[src/rtl/decode_stage.sv]
// RV32I ALU-class decoder with regfile and scoreboard; optional DECODE_STATS_EN adds ISSUE_CNT/STALL_CNT.
// Latency: 1 cycle, and the bundle is registered on the accept edge.
// Backpressure: INSTR_READY drops on an operand hazard or when the held bundle is not taken. There is no skid buffer.
module decode_stage #(
    parameter int unsigned XLEN  = 32,
    parameter int unsigned CNT_W = 32
) (
    input  logic             CLK,
    input  logic             RSTN,
    input  logic             INSTR_VALID,
    input  logic [31:0]      INSTR,
    input  logic [XLEN-1:0]  PC,
    output logic             INSTR_READY,
    input  logic             WB_EN,
    input  logic [4:0]       WB_RD,
    input  logic [XLEN-1:0]  WB_DATA,
    output logic             DEC_VALID,
    input  logic             DEC_READY,
    output logic [XLEN-1:0]  RS1_VAL,
    output logic [XLEN-1:0]  RS2_VAL,
    output logic [XLEN-1:0]  IMM,
    output logic [4:0]       RD,
    output logic [3:0]       ALU_OP,
    output logic             USE_IMM,
    output logic             REG_WRITE,
    output logic [XLEN-1:0]  DEC_PC,
    output logic             ILLEGAL
`ifdef DECODE_STATS_EN
    ,
    output logic [CNT_W-1:0] ISSUE_CNT,
    output logic [CNT_W-1:0] STALL_CNT
`endif
);

    localparam logic [6:0] OPC_OP    = 7'b0110011;
    localparam logic [6:0] OPC_OPIMM = 7'b0010011;
    localparam logic [6:0] OPC_LUI   = 7'b0110111;
    localparam logic [6:0] OPC_AUIPC = 7'b0010111;

    typedef struct packed {
        logic [XLEN-1:0] rs1_val;
        logic [XLEN-1:0] rs2_val;
        logic [XLEN-1:0] imm;
        logic [4:0]      rd;
        logic [3:0]      alu_op;
        logic            use_imm;
        logic            reg_write;
        logic [XLEN-1:0] pc;
        logic            illegal;
    } bundle_t;

    logic [XLEN-1:0] rf [32];
    logic [31:0]     pend;
    logic [31:0]     pend_d;
    bundle_t         out_q;
    bundle_t         dec_d;
    logic            out_vld;

    logic [6:0]      opcode;
    logic [4:0]      rs1_f, rs2_f, rd_f;
    logic [2:0]      funct3;
    logic            is_op, is_opimm, is_lui, is_auipc, legal;
    logic            rs1_used, rs2_used, rs1_hz, rs2_hz, hazard, fire_in;
    logic [XLEN-1:0] rs1_rd, rs2_rd, imm_i, imm_u;

    assign opcode = INSTR[6:0];
    assign rd_f   = INSTR[11:7];
    assign funct3 = INSTR[14:12];
    assign rs1_f  = INSTR[19:15];
    assign rs2_f  = INSTR[24:20];
    assign imm_i  = {{20{INSTR[31]}}, INSTR[31:20]};
    assign imm_u  = {INSTR[31:12], 12'b0};

    assign is_op    = (opcode == OPC_OP);
    assign is_opimm = (opcode == OPC_OPIMM);
    assign is_lui   = (opcode == OPC_LUI);
    assign is_auipc = (opcode == OPC_AUIPC);
    assign legal    = is_op | is_opimm | is_lui | is_auipc;
    assign rs1_used = is_op | is_opimm;
    assign rs2_used = is_op;

    // A write-back in flight this cycle is forwarded straight into the operand read.
    assign rs1_rd = (rs1_f == 5'd0) ? '0 : (WB_EN && WB_RD == rs1_f) ? WB_DATA : rf[rs1_f];
    assign rs2_rd = (rs2_f == 5'd0) ? '0 : (WB_EN && WB_RD == rs2_f) ? WB_DATA : rf[rs2_f];

    assign rs1_hz  = rs1_used && (rs1_f != 5'd0) && pend[rs1_f] && !(WB_EN && WB_RD == rs1_f);
    assign rs2_hz  = rs2_used && (rs2_f != 5'd0) && pend[rs2_f] && !(WB_EN && WB_RD == rs2_f);
    assign hazard  = rs1_hz | rs2_hz;

    assign INSTR_READY = RSTN & ~hazard & (~out_vld | DEC_READY);
    assign fire_in     = INSTR_VALID & INSTR_READY;

    always_comb begin
        dec_d         = '0;
        dec_d.pc      = PC;
        dec_d.rd      = rd_f;
        dec_d.illegal = ~legal;
        unique case (opcode)
            OPC_OP: begin
                dec_d.rs1_val = rs1_rd;
                dec_d.rs2_val = rs2_rd;
                dec_d.alu_op  = {INSTR[30], funct3};
            end
            OPC_OPIMM: begin
                dec_d.rs1_val = rs1_rd;
                dec_d.imm     = imm_i;
                dec_d.use_imm = 1'b1;
                dec_d.alu_op  = {(funct3 == 3'b101) & INSTR[30], funct3};
            end
            OPC_LUI: begin
                dec_d.imm     = imm_u;
                dec_d.use_imm = 1'b1;
            end
            OPC_AUIPC: begin
                dec_d.rs1_val = PC;
                dec_d.imm     = imm_u;
                dec_d.use_imm = 1'b1;
            end
            default: ;
        endcase
        dec_d.reg_write = legal && (rd_f != 5'd0);
    end

    always_ff @(posedge CLK or negedge RSTN) begin
        if (!RSTN) begin
            out_vld <= 1'b0;
            out_q   <= '0;
        end else if (fire_in) begin
            out_vld <= 1'b1;
            out_q   <= dec_d;
        end else if (DEC_READY) begin
            out_vld <= 1'b0;
        end
    end

    // The set is applied after the clear so a same-register issue and write-back leaves it pending.
    always_comb begin
        pend_d = pend;
        if (WB_EN) pend_d[WB_RD] = 1'b0;
        if (fire_in && dec_d.reg_write) pend_d[rd_f] = 1'b1;
        pend_d[0] = 1'b0;
    end

    always_ff @(posedge CLK or negedge RSTN) begin
        if (!RSTN) pend <= '0;
        else       pend <= pend_d;
    end

    always_ff @(posedge CLK or negedge RSTN) begin
        if (!RSTN) begin
            for (int i = 0; i < 32; i++) rf[i] <= '0;
        end else if (WB_EN && WB_RD != 5'd0) begin
            rf[WB_RD] <= WB_DATA;
        end
    end

    assign DEC_VALID = out_vld;
    assign RS1_VAL   = out_q.rs1_val;
    assign RS2_VAL   = out_q.rs2_val;
    assign IMM       = out_q.imm;
    assign RD        = out_q.rd;
    assign ALU_OP    = out_q.alu_op;
    assign USE_IMM   = out_q.use_imm;
    assign REG_WRITE = out_q.reg_write;
    assign DEC_PC    = out_q.pc;
    assign ILLEGAL   = out_q.illegal;

`ifdef DECODE_STATS_EN
    always_ff @(posedge CLK or negedge RSTN) begin
        if (!RSTN) begin
            ISSUE_CNT <= '0;
            STALL_CNT <= '0;
        end else begin
            if (fire_in)               ISSUE_CNT <= ISSUE_CNT + CNT_W'(1);
            if (INSTR_VALID && hazard) STALL_CNT <= STALL_CNT + CNT_W'(1);
        end
    end
`else
    localparam int unsigned unused_cnt_w = CNT_W;
`endif

endmodule
[config.mk]
export PLATFORM = sky130hd
export DESIGN_NAME = decode_stage
export DESIGN_NICKNAME = d
export VERILOG_FILES = /design/src/rtl/decode_stage.sv
export SDC_FILE = /design/constraint.sdc
export NUM_CORES = 2
export LEC_CHECK = 0
export BUFFER_PORTS_ARGS = -buffer_cell sky130_fd_sc_hd__buf_2
export CAP_MARGIN = 5
export CORE_UTILIZATION = 45
export DETAILED_ROUTE_END_ITERATION = 16
export SYNTH_ARGS = -nofsm -noshare
export SYNTH_HDL_FRONTEND = slang
export SYNTH_SLANG_ARGS = --single-unit
export TNS_END_PERCENT = 1
[constraint.sdc]
create_clock -name CLK -period 3.8 [get_ports CLK]
set_input_delay 0.38 -clock CLK [delete_from_list [all_inputs] [get_ports CLK]]
set_output_delay 0.38 -clock CLK [all_outputs]
set_load 0.01 [all_outputs]
* Word-level counts from Yosys, hierarchy flattened
Cells that the tools add are included.
** Cells by class
- $lt $le $gt $ge :: 10
- Equal/unequal tests :: 7
- Muxes and demuxes :: 30
- Bitwise logic cells :: 18
- Reduce and logical (&&, ||, !) cells :: 26
** Operators by type and width (number)
- $bwmux W1024 :: 1
- $mux W32 :: 12
- $bmux W32 S5 :: 2
- $demux W32 S5 :: 1
- $pmux W32 S2 :: 2
- $and A32 B32 Y32 :: 1
- $not A32 Y32 :: 1
- $or A32 B32 Y32 :: 1
- $lt A5 B6 Y1 const B :: 4
- $reduce_bool A5 Y1 :: 4
- $ge A6 B6 Y1 const B :: 3
- $not A5 Y6 :: 3
- $eq A7 B5 Y1 const B :: 2
- $eq A7 B6 Y1 const B :: 2
- $logic_and A1 B1 Y1 :: 14
- $bmux W1 S5 :: 2
- $demux W1 S5 :: 2
- $eq A5 B5 Y1 :: 2
- $ge A5 B1 Y1 const B :: 2
- $logic_not A5 Y1 :: 2
- $pmux W4 S2 :: 1
- $mux W1 :: 7
- $lt A6 B1 Y1 const B :: 1
- $or A1 B1 Y1 :: 5
- other kinds (7) :: 14
** Word-level totals
- Register bits after elaboration :: 1196
- Bits of input ports :: 106
- Output and inout port bits :: 142
- Word-level logic and storage cells :: 134

* Logic depth before layout (Yosys ltp)
- Depth after elaboration :: 12
- Depth in mapped cells :: 12
- Mapped depth without buffers :: 6

* Least setup slack after synthesis
No wires, ideal clock.
- Kind :: input to register
- Start :: in INSTR[20]
- End :: reg out_q (netlist bit RS2_VAL[7])
- Arrival time :: 2.455 ns
- Data required time :: 3.672 ns
- Slack :: 1.218 ns
- Stages :: 9
- Path buffers :: 5
- Cells stage by stage :: buf_6 -> buf_6 -> buf_4 -> buf_4 -> buf_2 -> mux4_2 -> a211oi_1 -> o41ai_1 -> mux2_1
** On the way
- Word-level cells in the longest chain between the ends :: 9
- Elaborated cells between the ends (all ways) :: 22
** Ends and longest elaborated chain
- start: declaration :: RTL line 11 : input logic [31:0] INSTR,
- $bmux W1 S5, or another cell as far along :: RTL line 87 : assign rs2_hz = rs2_used && (rs2_f != 5'd0) && pend[rs2_f] && !(WB_EN && WB_RD == rs2_f);
- $mux W1 (implied by the code), or another cell as far along :: RTL line 87
- $logic_and A1 B1 Y1 / $logic_not A1 Y1 (equally long branches) :: RTL line 87
- $logic_and A1 B1 Y1 :: RTL line 87
- $or A1 B1 Y1 :: RTL line 88 : assign hazard = rs1_hz | rs2_hz;
- $not A1 Y1 :: RTL line 90 : assign INSTR_READY = RSTN & ~hazard & (~out_vld | DEC_READY);
- $and A1 B1 Y1 (2 in a row) :: RTL line 90
- $and A1 B1 Y1 :: RTL line 91 : assign fire_in = INSTR_VALID & INSTR_READY;
- end signal: assignment :: RTL line 127 : out_q <= '0;
- end signal: assignment :: RTL line 130 : out_q <= dec_d;
- end: declaration :: RTL line 55 : bundle_t out_q;
Parallel ways exist; a longest one is shown, timed or not. The select of a mux whose other input is x is not followed.
A chain may end at the register's enable or synchronous reset.

* Worst setup path in the final report
- Start :: reg pend[3]
- End :: out INSTR_READY
** On the way
- Word-level cells in the longest chain between the ends :: 8
- Elaborated cells between the ends (all ways) :: 12
** Ends and longest elaborated chain
- start: declaration :: RTL line 53 : logic [31:0] pend;
- start signal: assignment :: RTL line 146 : else pend <= pend_d;
- $bmux W1 S5, on equally long branches :: RTL line 86, 87
- $mux W1, on equally long branches :: RTL line 86, 87
- $logic_and A1 B1 Y1, on equally long branches (2 in a row) :: RTL line 86, 87
- $or A1 B1 Y1 * :: RTL line 88
- $not A1 Y1 * :: RTL line 90
- $and A1 B1 Y1 * (2 in a row) :: RTL line 90
- end: declaration :: RTL line 13 : output logic INSTR_READY,
Every way passes the cells marked *; elsewhere a longest branch is shown, timed or not. The select of a mux whose other input is x is not followed.

==> out/results.tsv <==
stage	metric	value	unit
worst_setup_path	largest stage delay on the critical path	410	ps
placed_design	post-placement cell area	0.0667	mm^2
clock_tree	number of buffers inserted during clock tree synthesis	137	
placed_design	Port-buffer cells	247	
synthesis	Yosys warning total	0	
timing	setup skew after layout	30.9	ps
routing	DRT Pass-1 Iters	5	
clock_tree	clock sink count	1196	
synthesis	sequential fraction of the synthesis area	0.474	
routing	total routed wirelength	202	mm
layout	post-layout instance count excluding filler cells	6385	
timing	slew of the pin with the lowest slew margin	1160	ps
power	Leakage	31.6	nW
timing	share of the cycle needed by the critical path after routing	0.871	
worst_setup_path	WP buf/inv	2	
layout	Total Nets Final	4500	
worst_setup_path	Critical Path End Type	output pin	
synthesis	main combinational cell family by area after synthesis	multiplexers	
timing	worst relative slew slack	0.229	
synthesis	cell area after technology mapping	0.0631	mm^2
synthesis	synthesized-area fraction occupied by adder cells	0	
routing	overall via count from detail_route	40700	
timing	Final Setup Violations	0	
layout	proportion of layout cells with a drive suffix above 1	0.510	
worst_hold_path	worst min-delay path class	primary input to flop	
run	count of maximum capacitance violations	0	
grt	overall track demand over capacity in global routing	0.289	
layout	FILL cells	11700	
die	I/O pin total	248	
clock_tree	number of post-CTS setup repair buffers	0	
synthesis	post-synthesis async set-or-reset flop share	1.00	
grt	number of antenna violations at the first check in global routing	12	
worst_setup_path	nature of the critical path startpoint	flop	
routing	number of routed nets with antenna violations	0	
synthesis	mux contribution to synthesized area	0.415	
worst_setup_path	CP cell instances	mux2_2 -> a2111oi_0 -> buf_4 -> nor4_1 -> o221ai_1 -> and4_1 -> buf_2	
status	outcome	completed	
die	standard cell core area	0.139	mm^2
power	power density over the cells	513	mW/mm^2
synthesis	net count after synthesis	4402	
die	vertical die dimension	377	um
layout	P&R area growth vs syn	14.0	%
timing	number of failing hold endpoints at the final stage	0	
grt	largest net degree at the start of global routing	164	
power	peak supply drop	0.375	mV
grt	wire length of the first global-routing pass	298	mm
synthesis	most used flip-flop cell after synthesis	dfrtp_1	
worst_setup_path	required time of the worst setup path	3420	ps
worst_setup_path	critical path class	flop to output pin	
worst_setup_path	slowest stage cell, crit path	a2111oi_0	
timing	unrepaired setup endpoints after global routing	false	
synthesis	Mapped Cells	4296	
grt	global route total overflow	0	
placed_design	Cells after DPL	6077	
clock_tree	Clk pin slew, worst setup/hold paths	60	ps
timing	tightest hold margin	42.6	ps
clock_tree	buffer type at the clock tree root	clkbuf_16	
synthesis	post-synthesis sequential element count	1196	
routing	Routed WL per cell	31.6	um
worst_setup_path	cell family contributing the most delay on the critical path	compound AO/OA/AOI/OAI gates	
layout	FF/Latch Area	0.0299	mm^2
timing	Fmax	0.302	GHz
synthesis	share of synthesized cell area in and, or, nand and nor gates	0.0318	
die	site row count	137	
routing	number of vias per cell	6.37	
layout	design area	0.0720	mm^2
die	overall die width	377	um
synthesis	number of flops mapped to enable cells by yosys	0	
clock_tree	number of levels in the clock H-tree	4	
die	effective utilization at floorplan	0.453	
layout	final core area utilization	0.516	
synthesis	post-synthesis compound-gate area fraction	0.0421	
routing	total DRC errors in the routed layout	0	
timing	Max Slew Vio Count	0	
routing	drt first-iter violations	3745	
timing	final setup TNS	0	ps
synthesis	number of library cell types mapped by synthesis	48	
timing	time the final worst path needs with I/O delays and setup	3310	ps
worst_setup_path	Max FO, Critical Path	3	
placed_design	HPWL Detailed	113	mm
die	die footprint	0.142	mm^2
placed_design	routability-driven placement congestion ratio	0.801	
synthesis	mean cell area of the mapped netlist	14.7	um^2
layout	multi-input logic area	0.0313	mm^2
clock_tree	Max Buffers Root-to-Sink	3	
clock_tree	Clock Latency Late Sink	790	ps
synthesis	xor/xnor cell area share of the yosys netlist	0.00139	
worst_setup_path	Critical Path AT	2930	ps
clock_tree	TritonCTS clock tree	done	
grt	number of global-route vias before repair	41600	
==> cell type report <==
class / count / area share
timing repair buffer: 439 / 0.0501
antenna: 4 / 0.000139
multi-input combinational: 2583 / 0.434
sequential: 1196 / 0.416
clock buffer: 204 / 0.0579
tap: 1876 / 0.0326
clock inverter: 46 / 0.00709
inverter: 37 / 0.00193
==> placed cells by master (no fill, tap or decap), types with 6 or more instances in the layout <==
master / netlist / routed
clkbuf_16: 0 / 145
buf_2: 88 / 237
a21oi_1: 50 / 50
mux2_1: 7 / 7
clkinv_2: 0 / 25
nand3_1: 8 / 6
dfrtp_1: 1196 / 1196
nor2_4: 0 / 18
buf_12: 0 / 58
buf_4: 30 / 83
xnor2_1: 10 / 10
o41ai_1: 64 / 64
clkbuf_1: 287 / 27
nand2_1: 97 / 80
a32oi_1: 32 / 32
nand2b_1: 14 / 12
clkbuf_8: 0 / 32
nor2_1: 148 / 130
nor2b_1: 106 / 105
nor3_1: 7 / 6
bufinv_16: 0 / 9
or4_1: 6 / 6
a2111oi_0: 12 / 12
inv_1: 36 / 36
o21ai_0: 25 / 25
o41ai_2: 24 / 24
dlygate4sd3_1: 0 / 54
mux2_2: 1092 / 1092
nand2_4: 0 / 12
a211oi_1: 113 / 113
mux4_2: 526 / 526
mux2i_1: 199 / 199
==> final timing paths <==
check                      startpoint           to  slack [ps]  cells after the start
max                           pend[3]  INSTR_READY         490                      7
min                            PC[20]   DEC_PC[20]          40                      2
max reg2reg                   pend[3]   RS2_VAL[8]         960                      8
min reg2reg                   rf[993]      rf[993]         390                      0
max in group asynchronous        RSTN      rf[753]        1840                      4
min in group asynchronous        RSTN       IMM[6]         160                      2
==> repair_timing <==
item,in CTS,in global routing
resized for setup,0,0
setup endpoints to repair,0,0
endpoints found under the hold margin,131,0
hold buffers,54,0
==> routing by layer <==
| layer | GRT usage | wire, um | vias up |
|---|---|---|---|
| met5 | 0 | 26 | - |
| met4 | 0.108 | 7140 | 4 |
| met3 | 0.0470 | 13000 | 347 |
| met2 | 0.461 | 96700 | 1550 |
| met1 | 0.397 | 84900 | 22200 |
| li1 | - | - | 16600 |
==> kinds of logic (layout without fill, tap and decap cells) <==
logic type,Yosys count,in the layout
AOI/OAI and AO/OA,333,333
xor gates and xnor gates,10,10
buffers and inverters,517,726
DFF,1196,1196
muxes,1824,1824
other,0,4
and+or+nand+nor,416,416
==> cell usage after synthesis, types with 2 or more instances <==
library cell | number | area, um^2
a21oi_1 | 50 | 250
buf_4 | 30 | 225
nand2_1 | 97 | 364
or4_1 | 6 | 45.0
xnor2_1 | 10 | 87.6
and3b_1 | 2 | 17.5
nand3b_1 | 5 | 37.5
o22ai_1 | 4 | 25.0
mux2_1 | 7 | 78.8
and3_1 | 2 | 12.5
nand2b_1 | 14 | 87.6
mux2_2 | 1092 | 12300
nor2_1 | 148 | 556
or2_2 | 2 | 12.5
a211oi_1 | 113 | 848
nand3_1 | 8 | 40.0
inv_1 | 36 | 135
mux4_2 | 526 | 11800
nor3b_1 | 4 | 30.0
a2111oi_0 | 12 | 105
nor2b_1 | 106 | 663
nor3_1 | 7 | 35.0
o41ai_1 | 64 | 561
buf_6 | 12 | 135
buf_1 | 63 | 236
o41ai_2 | 24 | 390
a311oi_1 | 3 | 26.3
or3_1 | 4 | 25.0
a32oi_1 | 32 | 280
mux2i_1 | 199 | 1990
dfrtp_1 | 1196 | 29900
buf_2 | 88 | 440
nand4_1 | 5 | 31.3
clkbuf_1 | 287 | 1080
o21ai_0 | 25 | 125
==> flip-flops by register name (all words and copies together) (netlist names) <==
register   flops
ALU_OP         4
DEC_PC        32
DEC_VALID      1
ILLEGAL        1
IMM           32
RD             5
REG_WRITE      1
RS1_VAL       32
RS2_VAL       32
USE_IMM        1
pend          31
rf          1024
==> power breakdown <==
part	total [W]	leakage, nW	internal [W]	switching (W)
logic	0.00672	13.8	0.00408	0.00264
registers	0.0164	15.4	0.0149	0.00153
clock network	0.0138	2.31	0.00821	0.00554
==> per-stage QoR <==
step | setup slack (ps) | total power, W
floorplan | 1220 | 0.0213
global placement | 590 | 0.0230
detailed placement | 617 | 0.0233
CTS | 412 | 0.0371
global route | 389 | 0.0384
finish | 490 | 0.0369
No activity file was read; power rests on OpenSTA's default activity.
